File: src/rtl/seg7_scanner.sv
// rtl/seg7_scanner.sv - time-multiplexed 4-digit seven-segment display driver
module seg7_scanner #(
    parameter int REFRESH_DIV = 50000,
    parameter int GUARD       = 16
) (
    input  logic        clk,
    input  logic        rst,
    input  logic [15:0] value,
    input  logic [3:0]  blank_mask,
    input  logic [3:0]  dp_mask,
    output logic [3:0]  an,
    output logic [6:0]  seg,
    output logic        dp,
    output logic        frame_tick
);

    localparam int CW = (REFRESH_DIV > 1) ? $clog2(REFRESH_DIV) : 1;
    localparam logic [CW-1:0] CNT_LAST = CW'(REFRESH_DIV - 1);
    localparam logic [CW-1:0] GUARD_C  = CW'(GUARD);

    logic [CW-1:0] cnt;
    logic [1:0]    idx;
    logic [15:0]   shadow;
    logic          load_pending;

    logic          cnt_last;
    logic          frame_end;
    logic          lit;
    logic [3:0]    nibble;

    // Active-low {g,f,e,d,c,b,a} pattern for one hex digit.
    function automatic logic [6:0] decode(input logic [3:0] d);
        logic [6:0] s;
        case (d)
            4'h0: s = 7'b1000000;
            4'h1: s = 7'b1111001;
            4'h2: s = 7'b0100100;
            4'h3: s = 7'b0110000;
            4'h4: s = 7'b0011001;
            4'h5: s = 7'b0010010;
            4'h6: s = 7'b0000010;
            4'h7: s = 7'b1111000;
            4'h8: s = 7'b0000000;
            4'h9: s = 7'b0010000;
            4'hA: s = 7'b0001000;
            4'hB: s = 7'b0000011;
            4'hC: s = 7'b1000110;
            4'hD: s = 7'b0100001;
            4'hE: s = 7'b0000110;
            default: s = 7'b0001110;
        endcase
        return s;
    endfunction

    // Slot bookkeeping and selection of the digit currently being scanned.
    always_comb begin
        cnt_last  = (cnt == CNT_LAST);
        frame_end = cnt_last && (idx == 2'd3);
        lit       = (cnt >= GUARD_C) && !blank_mask[idx];
        case (idx)
            2'd0:    nibble = shadow[3:0];
            2'd1:    nibble = shadow[7:4];
            2'd2:    nibble = shadow[11:8];
            default: nibble = shadow[15:12];
        endcase
    end

    // Prescaler, frame-aligned capture of the display word, registered drive.
    always_ff @(posedge clk) begin
        if (rst) begin
            cnt          <= '0;
            idx          <= 2'd0;
            shadow       <= 16'h0000;
            load_pending <= 1'b1;
            an           <= 4'hF;
            seg          <= 7'h7F;
            dp           <= 1'b1;
            frame_tick   <= 1'b0;
        end else begin
            if (cnt_last) begin
                cnt <= '0;
                idx <= idx + 2'd1;
            end else begin
                cnt <= cnt + 1'b1;
            end

            // The word is only taken at frame edges so a frame never mixes two values.
            if (load_pending || frame_end) begin
                shadow <= value;
            end
            load_pending <= 1'b0;
            frame_tick   <= frame_end;

            // Guard interval keeps all anodes off while segments settle.
            if (lit) begin
                an  <= ~(4'b0001 << idx);
                seg <= decode(nibble);
                dp  <= ~dp_mask[idx];
            end else begin
                an  <= 4'hF;
                seg <= 7'h7F;
                dp  <= 1'b1;
            end
        end
    end

endmodule

File: config.mk
export PLATFORM = sky130hd
export DESIGN_NAME = seg7_scanner
export DESIGN_NICKNAME = d
export VERILOG_FILES = /design/src/rtl/seg7_scanner.sv
export SDC_FILE = /design/constraint.sdc
export NUM_CORES = 1
export LEC_CHECK = 0
export ABC_AREA = 1
export BUFFER_PORTS_ARGS = -buffer_cell sky130_fd_sc_hd__buf_4
export CAP_MARGIN = 0
export CELL_PAD_IN_SITES_DETAIL_PLACEMENT = 1
export CELL_PAD_IN_SITES_GLOBAL_PLACEMENT = 1
export CORE_MARGIN = 2
export CORE_UTILIZATION = 40
export DETAILED_ROUTE_END_ITERATION = 12
export GPL_ROUTABILITY_DRIVEN = 0
export PLACE_DENSITY = 0.81
export SYNTH_ARGS = -nofsm -noshare
export SYNTH_HDL_FRONTEND = slang
export SYNTH_SLANG_ARGS = --single-unit
export TNS_END_PERCENT = 1
File: constraint.sdc
create_clock -name clk -period 4.99 [get_ports clk]
set_input_delay 0.998 -clock clk [delete_from_list [all_inputs] [get_ports clk]]
set_output_delay 0.998 -clock clk [all_outputs]
set_load 0.05 [all_outputs]
==> results of run 1 <==
==> power groups by stage <==
stage          Clock (mW)  Combinational [mW]  Sequential, mW
2_1_floorplan           0              0.0555           0.408
3_3_place_gp            0              0.0786           0.411
3_5_place_dp            0              0.0825           0.411
4_1_cts             0.232              0.0827           0.402
5_1_grt             0.248              0.0951           0.403
6_report            0.227              0.0816           0.402
==> sequential cells by signal (all words and copies together) (netlist names) <==
register      count
load_pending      1
cnt              16
idx               2
seg               7
an                4
dp                1
shadow           16
frame_tick        1
==> cell type report <==
class	count	share of cell area (%)
multi-input combinational	271	46.08
inverter	49	6.205
clock inverter	2	0.4193
timing repair buffer	38	9.560
clock buffer	5	2.306
sequential	48	32.20
tap	77	3.229
==> synthesized netlist by cell type <==
| master | number | area share [%] |
|---|---|---|
| nand2_1 | 106 | 15 |
| nor2_1 | 50 | 7.2 |
| dfxtp_1 | 48 | 37 |
| inv_1 | 47 | 6.8 |
| a21oi_1 | 36 | 7.0 |
| nand3_1 | 23 | 4.4 |
| nand3_2 | 13 | 5.0 |
| ha_1 | 12 | 5.8 |
| o21ai_0 | 7 | 1.4 |
| nand4_1 | 5 | 1.2 |
| buf_6 | 3 | 1.3 |
| nor3_1 | 3 | 0.58 |
| or2_2 | 3 | 0.72 |
| buf_2 | 2 | 0.39 |
| buf_4 | 2 | 0.58 |
| nand2_2 | 2 | 0.48 |
| nand3b_1 | 2 | 0.58 |
| a22oi_1 | 1 | 0.29 |
| clkbuf_1 | 1 | 0.14 |
| clkbuf_4 | 1 | 0.29 |
| clkinv_1 | 1 | 0.14 |
| clkinv_2 | 1 | 0.19 |
| nand3_4 | 1 | 0.68 |
| nor2_2 | 1 | 0.24 |
| nor2_4 | 1 | 0.43 |
| nor3_4 | 1 | 0.63 |
| nor3b_1 | 1 | 0.29 |
| o21ai_1 | 1 | 0.19 |
| o22ai_1 | 1 | 0.24 |
| xnor2_1 | 1 | 0.34 |
==> metal layers <==
| metal | vias to the layer above | GRT usage [%] |
|---|---|---|
| met3 | 6 | 3.147 |
| met1 | 1172 | 23.31 |
| met4 | 0 | 4.329 |
| met5 | - | 0 |
| met2 | 32 | 34.36 |
| li1 | 1256 | - |
==> cells by family after synthesis <==
family | Yosys count | share of synthesized area, %
and+or+nand+nor | 212 | 37.90
adders and majority gates | 12 | 5.794
buffers and inverters | 58 | 9.850
AOI/OAI and AO/OA | 46 | 9.029
xor gates and xnor gates | 1 | 0.3381
DFF | 48 | 37.08
==> worst min path at each step <==
stage	start	endpoint	slack [ns]
6_report	cnt[0]$_SDFF_PP0_	cnt[0]$_SDFF_PP0_	0.47
4_1_cts	cnt[0]$_SDFF_PP0_	cnt[0]$_SDFF_PP0_	0.48
2_1_floorplan	cnt[0]$_SDFF_PP0_	cnt[0]$_SDFF_PP0_	0.43
5_1_grt	cnt[0]$_SDFF_PP0_	cnt[0]$_SDFF_PP0_	0.52
3_5_place_dp	cnt[0]$_SDFF_PP0_	cnt[0]$_SDFF_PP0_	0.45
3_3_place_gp	cnt[0]$_SDFF_PP0_	cnt[0]$_SDFF_PP0_	0.45
==> per-stage QoR <==
step                hold WS [ns]  instances
floorplan                 0.4299        377
global placement          0.4453        483
detailed placement        0.4545        483
CTS                       0.4765        490
global route              0.5181        490
finish                    0.4706        490
==> results.yml, run 1 <==
floorplanning:
  coreArea_mm2: 0.006314
  num_io_pins: 39
  chipHeight_um: 84.49
  die-area_mm2: 0.007138
  die_x_um: 84.49
  fp-row-count: 29
  start_util_pct: 41.04
cts:
  clkTransAtPathRegs_ns: 0.09
  post_cts_resized: 0
  post_cts_buffers: 0
  ctsHoldBuffers: 0
  cts_max_path_buffers: 2
  cts_inserted_buffers: 5
  cts_sinks: 48
  cts.htree.levels: 2
  insertion_delay_ns: 0.30
  clockRootBuffer: "clkbuf_8"
  cts_tree: "done"
detailed_routing:
  vias: 2466
  drt-met1-wl_um: 2976
  wl_met3_um: 189
  antenna_left: 0
  first_pass_iters: 4
  drt-initial-drc-count: 72
  wl_per_cell_um: 13.18
  topRoutingLayerUsed: "met4"
  drc: 0
  routed-wl-met2_um: 3225
  via_per_inst: 5.033
  routed_wl_um: 6456
grt:
  grt_usage_pct: 18.91
  grt_pass1_wl_um: 11290
  grt_pass1_vias: 2550
  overflow: 0
  antenna_found_initial: 0
  grt_max_degree: 34
sta:
  fin_crit_ns: 2.536
  finalWorstSetupSlack_ns: 2.454
  hold_viol_final: 0
  max_freq_mhz: 394.3
  tns_ns: 0
  drv_slew: 0
  grt_setup_unrepaired: "no"
  setup_violations: 0
  worst_pin_slew_ns: 1.153
  finClkSkew_ns: 0.009410
  timing.final.crit_share_pct: 50.83
  slew_headroom_pct: 23.04
cells_and_area:
  final_cell_mix: "nand2_1, nor2_1, dfxtp_1"
  final_common_cell: "nand2_1"
  diodes: 0
  regArea_um2: 960.9
  finish.utilization_pct: 47.27
  area_growth_pct: 15.16
  multi_input_area_mm2: 0.001375
  drive_above_1_share_pct: 16.46
  fin_nets: 451
  stdcell_area_mm2: 0.002984
  fillCellCount: 860
power:
  comb_power_share_pct: 11.5
  vdd.ir_drop.worst_uv: 123.2
  p_switching_mw: 0.1845
  power_frac_clock_pct: 31.9
  netSwitchingFraction_pct: 25.99
  p_int_mw: 0.5254
  power.density_mw_per_mm2: 237.9
  leakage_nw: 1.373
  p_seq_share_pct: 56.6
  total_power_mw: 0.7100
place:
  port_buffers: 38
  pre_cts_ws_ns: 2.461
  hpwl_um: 4998
  post_dp_cell_area_mm2: 0.002903
setup_path:
  rrSetupSlack_ns: 2.45
  worst-setup-path-type: "reg -> reg"
  r2r_end: "seg[3]$_SDFF_PP1_"
  cp_slowest_cell: "dfxtp_1"
  cp.depth: 11
  r2r_start: "idx[0]$_SDFFE_PP0P_"
  reg2reg_depth: 11
  crit_path_max_incr_delay_ns: 0.49
  critPathMostFrequentCell: "nand2_1"
  arrival_ns: 2.73
  end_kind: "flip-flop"
  critical-path-top-delay-family: "adder cells"
  crit_fanout: 8
  startpoint_type: "flip-flop"
  crit_chain: "inv_1 -> ha_1 -> nand2_1 -> nand2_1 -> o22ai_1 -> inv_1 -> ha_1 -> nand3_1 -> nand3_1 -> nand2_1 -> nand2_1"
  startpoint: "idx[0]$_SDFFE_PP0P_"
  cp_num_buf_inv: 2
  worstPathRequired_ns: 5.19
  endpoint: "seg[3]$_SDFF_PP1_"
yosys:
  syn_inst: 377
  synthesis.area_mm2: 0.002591
  yosys_warnings: 0
  syn_avg_cell_area_um2: 6.873
  yosysUniqueCellTypes: 30
  synth_seq_cells: 48
  synth-seq-area-share_pct: 37.08
  synth_fp_nets: 415
hold_path:
  min_path_cells: 1
  min_path_type: "reg -> reg"
run_status:
  status: "finished clean"
job:
  drv_cap: 0
(Power assumes the default switching activity.)
==> run 2: changes to the inputs <==
==> constraint.sdc (replaced) <==
create_clock -name clk -period 2.6 [get_ports clk]
set_input_delay 0.52 -clock clk [delete_from_list [all_inputs] [get_ports clk]]
set_output_delay 0.52 -clock clk [all_outputs]
set_load 0.05 [all_outputs]
==> run 2 against run 1 <==
Against the previous run: combinational power up 94%; total power up 110%; largest cell class unchanged; final cell count up 0.82%; die area unchanged; highest routed layer unchanged; flip-flop and latch count unchanged; non-clock buffer count up 3.
==> results.yml, run 2 (synthesized netlist as in run 1, its figures left out) <==
grt:
  grt_usage_pct: 19.72
  overflow: 0
  grt_pass1_wl_um: 11640
  grt_max_degree: 34
  grt_pass1_vias: 2569
  antenna_found_initial: 0
detailed_routing:
  via_per_inst: 4.982
  drt-initial-drc-count: 60
  routed_wl_um: 6702
  first_pass_iters: 4
  drc: 0
  antenna_left: 0
  wl_per_cell_um: 13.57
  vias: 2461
power:
  p_int_mw: 1.112
  p_seq_share_pct: 52.2
  comb_power_share_pct: 10.7
  p_switching_mw: 0.3686
  vdd.ir_drop.worst_uv: 246.2
  leakage_nw: 1.401
  power_frac_clock_pct: 37.1
  total_power_mw: 1.481
  power.density_mw_per_mm2: 487.7
  netSwitchingFraction_pct: 24.89
cts:
  cts_inserted_buffers: 5
  cts_sinks: 48
  post_cts_buffers: 0
  clkTransAtPathRegs_ns: 0.09
  cts_tree: "done"
  cts.htree.levels: 2
  clockRootBuffer: "clkbuf_8"
  insertion_delay_ns: 0.30
  cts_max_path_buffers: 2
  ctsHoldBuffers: 0
  post_cts_resized: 0
hold_path:
  worstHoldStart: "rst"
  min_path_cells: 1
  min_path_type: "in -> reg"
  min_to: "load_pending$_DFF_P_"
sta:
  timing.final.crit_share_pct: 88.13
  finClkSkew_ns: 0.01257
  max_freq_mhz: 436.4
  finalWorstSetupSlack_ns: 0.3087
  drv_slew: 0
  worst_pin_slew_ns: 0.5796
  grt_setup_unrepaired: "no"
  fin_crit_ns: 2.291
  setup_violations: 0
  slew_headroom_pct: 61.36
  tns_ns: 0
  hold_viol_final: 0
  hold_slack_ns: 0.3301
setup_path:
  end_kind: "flip-flop"
  reg2reg_depth: 11
  worstPathRequired_ns: 2.80
  startpoint_type: "flip-flop"
  crit_fanout: 8
  worst-setup-path-type: "reg -> reg"
  rrSetupSlack_ns: 0.31
  arrival_ns: 2.49
  r2r_end: "seg[3]$_SDFF_PP1_"
  r2r_start: "idx[0]$_SDFFE_PP0P_"
floorplanning:
  coreArea_mm2: 0.006314
  die_x_um: 84.49
  fp-row-count: 29
  chipHeight_um: 84.49
  num_io_pins: 39
  start_util_pct: 41.04
  die-area_mm2: 0.007138
cells_and_area:
  diodes: 0
  regArea_um2: 960.9
  fillCellCount: 848
  final_cell_mix: "nand2_1, nor2_1, dfxtp_1"
  top_regs: "cnt (16), shadow (16), seg (7)"
  area_growth_pct: 17.19
  drive_above_1_share_pct: 17.27
  fin_nets: 454
  final_common_cell: "nand2_1"
  multi_input_area_mm2: 0.001375
  finish.utilization_pct: 48.10
job:
  drv_cap: 0
place:
  hpwl_um: 5212
  pre_cts_ws_ns: 0.3182
  port_buffers: 38
run_status:
  status: "finished clean"
==> run 2: cell types whose count changed in the layout (fill, tap and decap cells not counted), sizes merged <==
cell | previous run | this run
bufinv | 0 | 1
buf | 38 | 41
==> run 2: stage by stage <==
stage | instances | instance area, um^2
after floorplan | 377 | 2591
after global placement | 486 | 2925
after detailed placement | 486 | 2925
after CTS | 494 | 3037
after global routing | 494 | 3037
final | 494 | 3037
==> run 2: worst max path at each step <==
stage	startpoint	to	slack [ns]	depth (start not counted)
finish	idx[0]$_SDFFE_PP0P_	seg[3]$_SDFF_PP1_	0.31	11
global route	idx[0]$_SDFFE_PP0P_	seg[5]$_SDFF_PP1_	0.05	11
CTS	idx[0]$_SDFFE_PP0P_	seg[3]$_SDFF_PP1_	0.30	11
detailed placement	idx[0]$_SDFFE_PP0P_	seg[3]$_SDFF_PP1_	0.32	11
global placement	idx[0]$_SDFFE_PP0P_	seg[3]$_SDFF_PP1_	0.46	11
floorplan	idx[0]$_SDFFE_PP0P_	seg[3]$_SDFF_PP1_	0.61	11
==> run 2: power groups by stage <==
stage / clock network, mW / logic (mW) / registers [mW]
2_1_floorplan: 0 / 0.106 / 0.783
3_3_place_gp: 0 / 0.153 / 0.790
3_5_place_dp: 0 / 0.160 / 0.790
4_1_cts: 0.569 / 0.160 / 0.773
5_1_grt: 0.602 / 0.182 / 0.776
6_report: 0.549 / 0.158 / 0.773
==> run 2: critical path: stages, from the launching register on <==
cell,delay (ns)
dfxtp_1,0.46
inv_1,0.13
ha_1,0.30
nand2_1,0.10
nand2_1,0.05
o22ai_1,0.37
inv_1,0.15
ha_1,0.25
nand3_1,0.13
nand3_1,0.09
nand2_1,0.10
nand2_1,0.05
==> run 2: cell type report <==
class,instances,area share [%]
inverters,49,6.098
clock buffers,5,2.266
flip-flops and latches,48,31.64
clock inverters,3,1.401
well taps,77,3.173
multi-input cells,271,45.28
repair buffers,41,10.14
==> run 2: layer usage <==
metal	share of wire [%]	track usage, %
met1	45	23.06
met2	53	37.65
met3	2.5	3.441
met4	0.25	3.608
met5	0	0
